===== config.mk =====
export PLATFORM = sky130hd
export DESIGN_NAME = prm_edge_mask_collector_flat
export DESIGN_NICKNAME = d
export VERILOG_FILES = /design/src/rtl/prm_edge_mask_collector_pkg.sv /design/src/rtl/prm_edge_mask_collector_if.sv /design/src/rtl/prm_mask_word_sel.sv /design/src/rtl/prm_edge_mask_collector.sv /design/src/flat_wrapper.sv
export SDC_FILE = /design/constraint.sdc
export NUM_CORES = 1
export LEC_CHECK = 0
export ABC_AREA = 0
export CORE_MARGIN = 10
export CORE_UTILIZATION = 53
export CTS_BUF_LIST = sky130_fd_sc_hd__clkbuf_8
export DETAILED_ROUTE_END_ITERATION = 10
export MAX_ROUTING_LAYER = met4
export PLACE_DENSITY_LB_ADDON = 0.08
export SETUP_SLACK_MARGIN = 0.2
export SYNTH_ARGS = -nofsm -noshare
export SYNTH_HDL_FRONTEND = slang
export SYNTH_HIERARCHICAL = 1
export SYNTH_SLANG_ARGS = --single-unit

===== constraint.sdc =====
create_clock -name clk -period 7.4 [get_ports clk]
set_input_delay 1.48 -clock clk [delete_from_list [all_inputs] [get_ports clk]]
set_output_delay 1.48 -clock clk [all_outputs]
set_load 0.01 [all_outputs]

===== src/rtl/prm_edge_mask_collector_pkg.sv =====
// Shared types and sizing helpers for the PRM blocked-edge mask collector.
package prm_collector_pkg;

  localparam int CODE_W_DEF = 15;
  localparam int OUT_W_DEF  = 16;

  typedef enum logic [1:0] {
    IDLE  = 2'd0,
    ACCUM = 2'd1,
    FLUSH = 2'd2,
    DRAIN = 2'd3
  } state_e;

  function automatic int words(input int num_edges, input int out_w);
    return num_edges / out_w;
  endfunction

  // Keeps index ports at least one bit wide when the bitmap fits one word.
  function automatic int idx_w(input int n);
    return (n > 1) ? $clog2(n) : 1;
  endfunction

endpackage


===== src/rtl/prm_edge_mask_collector_if.sv =====
// Voxel-code input stream and bitmap drain stream of the mask collector.
interface prm_edge_mask_collector_if
  import prm_collector_pkg::*;
#(
  parameter int CODE_W = CODE_W_DEF,
  parameter int OUT_W  = OUT_W_DEF,
  parameter int IDX_W  = 2
);
  // Both streams: a beat transfers on a rising edge where valid and ready are
  // both high; once valid rises the source holds it and its payload unchanged
  // until that transfer, and ready may change freely.
  logic              obs_valid;
  logic              obs_ready;
  logic [CODE_W-1:0] obs_code;
  logic              obs_last;

  logic              out_valid;
  logic              out_ready;
  logic [OUT_W-1:0]  out_data;
  logic [IDX_W-1:0]  out_idx;
  logic              out_last;

  modport master (
    output obs_valid, obs_code, obs_last, out_ready,
    input  obs_ready, out_valid, out_data, out_idx, out_last
  );

  modport slave (
    input  obs_valid, obs_code, obs_last, out_ready,
    output obs_ready, out_valid, out_data, out_idx, out_last
  );

endinterface


===== src/rtl/prm_mask_word_sel.sv =====
// Combinational word mux over the blocked-edge bitmap for the drain stream.
module prm_mask_word_sel #(
  parameter int NUM_EDGES = 64,
  parameter int OUT_W     = 16,
  parameter int IDX_W     = 2
) (
  input  logic [NUM_EDGES-1:0] acc,
  input  logic [IDX_W-1:0]     idx,
  output logic [OUT_W-1:0]     data,
  output logic                 last
);

  localparam int WORDS = NUM_EDGES / OUT_W;

  always_comb begin
    data = acc[int'(idx)*OUT_W +: OUT_W];
    last = (int'(idx) == WORDS - 1);
  end

endmodule


===== src/rtl/prm_edge_mask_collector.sv =====
// Feeds voxel codes to the external edge checker bank, ORs the returned edge
// masks into a blocked-edge bitmap and drains it word by word at end of frame.
module prm_edge_mask_collector
  import prm_collector_pkg::*;
#(
  parameter int NUM_EDGES = 64,
  parameter int CODE_W    = CODE_W_DEF,
  parameter int OUT_W     = OUT_W_DEF,
  parameter int CNT_W     = 16,
  localparam int WORDS    = words(NUM_EDGES, OUT_W),
  localparam int IDX_W    = idx_w(WORDS)
) (
  input  logic                 clk,
  input  logic                 rst,
  prm_edge_mask_collector_if.slave bus,
  output logic [CODE_W-1:0]    chk_code,
  input  logic [NUM_EDGES-1:0] chk_mask,
  output logic [CNT_W-1:0]     voxel_count,
  output logic                 busy,
  output logic [1:0]           dbg_state
);

  state_e               state;
  logic                 stage_vld;
  logic [NUM_EDGES-1:0] acc;
  logic [IDX_W-1:0]     idx;
  logic                 obs_ready;
  logic                 accept;
  logic                 out_valid;
  logic                 take;
  logic [OUT_W-1:0]     sel_data;
  logic                 sel_last;

  assign obs_ready = ~rst & ((state == IDLE) || (state == ACCUM));
  assign accept    = bus.obs_valid & obs_ready;
  assign out_valid = (state == DRAIN);
  assign take      = out_valid & bus.out_ready;

  assign bus.obs_ready = obs_ready;
  assign bus.out_valid = out_valid;
  assign bus.out_data  = out_valid ? sel_data : '0;
  assign bus.out_last  = out_valid & sel_last;
  assign bus.out_idx   = idx;
  assign busy          = (state != IDLE);
  assign dbg_state     = state;

  prm_mask_word_sel #(
    .NUM_EDGES (NUM_EDGES),
    .OUT_W     (OUT_W),
    .IDX_W     (IDX_W)
  ) u_word_sel (
    .acc  (acc),
    .idx  (idx),
    .data (sel_data),
    .last (sel_last)
  );

  always_ff @(posedge clk or posedge rst) begin
    if (rst) begin
      state       <= IDLE;
      stage_vld   <= 1'b0;
      acc         <= '0;
      chk_code    <= '0;
      idx         <= '0;
      voxel_count <= '0;
    end else begin
      // chk_mask answers for the code registered one cycle earlier; stage_vld
      // marks that cycle so a held code is never ORed in twice.
      stage_vld <= accept;
      if (accept) chk_code <= bus.obs_code;
      if (stage_vld) acc <= acc | chk_mask;

      case (state)
        IDLE: begin
          if (accept) begin
            voxel_count <= CNT_W'(1);
            state       <= bus.obs_last ? FLUSH : ACCUM;
          end
        end
        ACCUM: begin
          if (accept) begin
            if (voxel_count != '1) voxel_count <= voxel_count + CNT_W'(1);
            if (bus.obs_last) state <= FLUSH;
          end
        end
        FLUSH: begin
          state <= DRAIN;
          idx   <= '0;
        end
        DRAIN: begin
          if (take) begin
            if (sel_last) begin
              state <= IDLE;
              idx   <= '0;
              acc   <= '0;
            end else begin
              idx <= idx + IDX_W'(1);
            end
          end
        end
        default: state <= IDLE;
      endcase
    end
  end

endmodule

===== src/flat_wrapper.sv =====
// flat-port wrapper written by rule: the top's interface ports become plain ports
module prm_edge_mask_collector_flat import prm_collector_pkg::*;
#(
  parameter int NUM_EDGES = 64,
  parameter int CODE_W    = CODE_W_DEF,
  parameter int OUT_W     = OUT_W_DEF,
  parameter int CNT_W     = 16,
  localparam int WORDS    = words(NUM_EDGES, OUT_W),
  localparam int IDX_W    = idx_w(WORDS)
)
  (clk, rst, chk_code, chk_mask, voxel_count, busy, dbg_state, bus_obs_valid, bus_obs_code, bus_obs_last, bus_out_ready, bus_obs_ready, bus_out_valid, bus_out_data, bus_out_idx, bus_out_last);
  prm_edge_mask_collector_if #(.CODE_W(CODE_W), .OUT_W(OUT_W)) bus_i ();
  input  logic clk;
  input  logic rst;
  output logic [CODE_W-1:0] chk_code;
  input  logic [NUM_EDGES-1:0] chk_mask;
  output logic [CNT_W-1:0] voxel_count;
  output logic busy;
  output logic [1:0] dbg_state;
  input wire logic [$bits(bus_i.obs_valid)-1:0] bus_obs_valid;
  input wire logic [$bits(bus_i.obs_code)-1:0] bus_obs_code;
  input wire logic [$bits(bus_i.obs_last)-1:0] bus_obs_last;
  input wire logic [$bits(bus_i.out_ready)-1:0] bus_out_ready;
  output wire logic [$bits(bus_i.obs_ready)-1:0] bus_obs_ready;
  output wire logic [$bits(bus_i.out_valid)-1:0] bus_out_valid;
  output wire logic [$bits(bus_i.out_data)-1:0] bus_out_data;
  output wire logic [$bits(bus_i.out_idx)-1:0] bus_out_idx;
  output wire logic [$bits(bus_i.out_last)-1:0] bus_out_last;
  assign bus_i.obs_valid = bus_obs_valid;
  assign bus_i.obs_code = bus_obs_code;
  assign bus_i.obs_last = bus_obs_last;
  assign bus_i.out_ready = bus_out_ready;
  assign bus_obs_ready = bus_i.obs_ready;
  assign bus_out_valid = bus_i.out_valid;
  assign bus_out_data = bus_i.out_data;
  assign bus_out_idx = bus_i.out_idx;
  assign bus_out_last = bus_i.out_last;
  prm_edge_mask_collector #(.NUM_EDGES(NUM_EDGES), .CODE_W(CODE_W), .OUT_W(OUT_W), .CNT_W(CNT_W)) u_core (.clk(clk), .rst(rst), .bus(bus_i), .chk_code(chk_code), .chk_mask(chk_mask), .voxel_count(voxel_count), .busy(busy), .dbg_state(dbg_state));
endmodule

==> results.py <==
metrics = {
    "sta": {
        "fin_setup_tns_ps": 0,
        "final-setup-viol-count": 0,
        "tightestPinTransition_ps": 1160,
        "hold_viol": 0,
        "finClkSkew_ps": 10.9,
        "drv_slew": 0,
        "max_freq_mhz": 233,
        "min_period_ps": 4290,
        "rsz0062_at_grt": "no",
        "maxSlewHeadroom_pct": 22.9,
        "finalCritPeriodShare_pct": 57.9,
    },
    "detailed_routing": {
        "post_drt_wl_per_cell_um": 18.3,
        "drt_iter0_drc": 263,
        "ant_nets": 0,
        "dr_total_vias": 3938,
        "drt-vias-per-instance": 5.65,
        "drt_first_pass_iters": 5,
        "wirelength_um": 12800,
        "drc": 0,
    },
    "clocking": {
        "insertion_delay_ps": 350,
        "cts_hold_buf": 0,
        "cts_tree": "done",
        "cts_sinks": 100,
        "cts_buffer_depth": 2,
        "cts_buffers": 9,
        "root_buffer": "clkbuf_8",
        "path_clk_slew_ps": 90,
        "cts_resized": 0,
        "h-tree-depth": 3,
        "post_cts_buffers": 0,
    },
    "worst_setup_path": {
        "crit_arrival_ps": 2810,
        "reg2reg_depth": 3,
        "crit_family": "flip-flops",
        "reg2reg_to": "u_core/acc[55]$_DFF_PP0_",
        "worstSetupEndpoint": "bus_out_data[9]",
        "startpoint_type": "register",
        "startpoint": "u_core/bus.out_idx[0]$_DFFE_PP0P_",
        "criticalPathCategory": "register to primary output",
        "r2r_slack_ps": 4610,
        "worstPathMaxFanout": 23,
        "required_ps": 5920,
        "crit_buf_inv": 1,
        "max_stage_delay_ps": 1120,
        "r2r_start": "u_core/bus.out_idx[0]$_DFFE_PP0P_",
        "path_cells": "mux4_1 -> and2_1 -> clkdlybuf4s50_1",
        "crit_path_end_kind": "primary output",
        "cp_num_cells": 3,
        "crit_path_top_delay_cell": "dfrtp_1",
    },
    "placement": {
        "port_buffers": 138,
        "dp_hpwl_um": 8970,
        "place_area_um2": 6150,
        "gp_congestion": 0.899,
    },
    "global_routing": {
        "grt_pass1_wl_um": 20900,
        "grt_pass1_vias": 4078,
        "grt_overflow": 0,
        "antenna_found_initial": 0,
        "grt_max_degree": 88,
        "grt.total_usage_pct": 20.1,
    },
    "final_layout": {
        "nFillCells": 649,
        "final_nets": 677,
        "design_area_um2": 6330,
        "syn_to_final_growth_pct": 33.4,
        "regArea_um2": 2500,
        "layout-drive-gt1-share_pct": 6.79,
        "multi_input_area_um2": 2070,
        "antenna_cells": 0,
    },
    "yosys": {
        "synthTopCellsByArea": "dfrtp_1 (53%), a21oi_1 (7.5%), nor2_1 (5.9%), nand2_1 (4.4%), mux4_2 (4.3%)",
        "synth_top_cell_by_area": "dfrtp_1",
        "synth.ff_latch_count": 100,
        "yosysUniqueCellTypes": 54,
        "synth_nets": 552,
        "yosys_most_used_dff": "dfrtp_1",
        "syn_area_per_cell_um2": 10.3,
        "synth_area_um2": 4740,
        "synth_edf_count": 0,
        "netlist.area_leader.share_pct": 52.8,
        "async_flop_share_pct": 100,
        "yosysMostFrequentCell": "dfrtp_1",
        "synthCells": 462,
        "synth_commonest_cells": "dfrtp_1 (100), nor2_1 (75), a21oi_1 (71)",
        "yosysWarningCount": 6,
        "seq_area_frac_synth_pct": 52.8,
    },
    "pwr": {
        "ir_drop_v": 0.000213,
        "pwr_density_cell_nw_per_um2": 364,
        "total_power_mw": 2.30,
        "power_leakage_nw": 2.54,
    },
    "die": {
        "core_um2": 8720,
        "start_util_pct": 54.4,
        "fp.dieW_um": 115,
        "pin_count": 139,
        "rows": 34,
        "die_y_um": 115,
        "die_area_um2": 13100,
    },
    "run": {
        "maxCapViolations": 0,
    },
    "outcome": {
        "status": "finished clean",
    },
    "min_path": {
        "hold_path.class": "register to register",
    },
}
==> layout make-up <==
type                       count  share of cell area, %
inverter                      11                  0.692
timing repair buffer         140                   22.1
clock buffer                  10                   2.18
clock inverter                 3                  0.653
sequential                   100                   39.6
tap                          108                   2.14
multi-input combinational    325                   32.7
==> flip-flops by register name, summed over array words and instances (netlist names) <==
| register | cells |
|---|---|
| u_core/acc | 64 |
| u_core/voxel_count | 16 |
| u_core/dbg_state | 2 |
| u_core/chk_code | 15 |
| u_core/bus.out_idx | 2 |
| u_core/stage_vld | 1 |
==> worst min path at each step <==
stage / to / slack (ps) / depth (start not counted) / start
after global placement: u_core/chk_code[10]$_DFFE_PP0P_ / 460 / 2 / u_core/chk_code[10]$_DFFE_PP0P_
after global routing: u_core/chk_code[4]$_DFFE_PP0P_ / 510 / 2 / u_core/chk_code[4]$_DFFE_PP0P_
after floorplan: u_core/acc[16]$_DFF_PP0_ / 450 / 2 / u_core/acc[16]$_DFF_PP0_
after detailed placement: u_core/chk_code[3]$_DFFE_PP0P_ / 460 / 2 / u_core/chk_code[3]$_DFFE_PP0P_
final: u_core/chk_code[0]$_DFFE_PP0P_ / 480 / 2 / u_core/chk_code[0]$_DFFE_PP0P_
after CTS: u_core/chk_code[3]$_DFFE_PP0P_ / 480 / 2 / u_core/chk_code[3]$_DFFE_PP0P_
==> power breakdown <==
group / leakage [nW] / switching [mW] / internal [mW]
logic: 1.37 / 0.407 / 0.536
clock network: 0.0915 / 0.171 / 0.159
registers: 1.07 / 0.239 / 0.788
total: 2.54 / 0.818 / 1.48
==> cell usage in the layout (no fill, tap or decap), types with 3 or more instances in the layout <==
cell type | synthesis | layout
a21oi_1 | 71 | 71
a22o_1 | 3 | 3
and2_1 | 20 | 20
and3_1 | 5 | 4
clkbuf_8 | 0 | 10
clkdlybuf4s50_1 | 0 | 138
dfrtp_1 | 100 | 99
ha_1 | 6 | 6
inv_1 | 11 | 11
mux2_2 | 3 | 3
mux2i_1 | 7 | 7
mux4_1 | 7 | 7
mux4_2 | 9 | 9
nand2_1 | 56 | 56
nand3_1 | 10 | 10
nand4_1 | 5 | 5
nor2_1 | 75 | 75
o21ai_0 | 7 | 7
==> worst register-to-register path, cell delays in order, from the launching register on <==
cell and delay (ps):
dfrtp_1 1120, and2_2 380, and3_2 970, nor2_1 160
==> kinds of logic (layout without fill, tap and decap cells) <==
logic type	Yosys count	in the layout	share of synthesized area, %
simple gates	197	197	20.0
flops	100	100	52.8
compound gates	96	96	11.7
buf+inv	37	164	3.61
mux	26	26	10.3
fa+ha+maj	6	6	1.58
==> per-layer routing <==
metal,part of all wire [%],up-vias,GRT usage (%)
li1,-,1854,-
met1,44,1936,26.0
met2,48,132,30.0
met3,7.0,16,6.71
met4,1.3,0,4.59
met5,0,-,-
==> through the flow <==
step / hold slack (ps) / instances / utilization (%) / worst slack (ps)
after floorplan: 454 / 462 / - / 3300
after global placement: 456 / 684 / 70.5 / 3260
after detailed placement: 461 / 684 / 70.5 / 3250
after CTS: 482 / 697 / 72.6 / 3010
after global routing: 506 / 697 / 72.6 / 2890
final: 478 / 697 / 72.6 / 3110
Power figures use the tool's default switching activity.
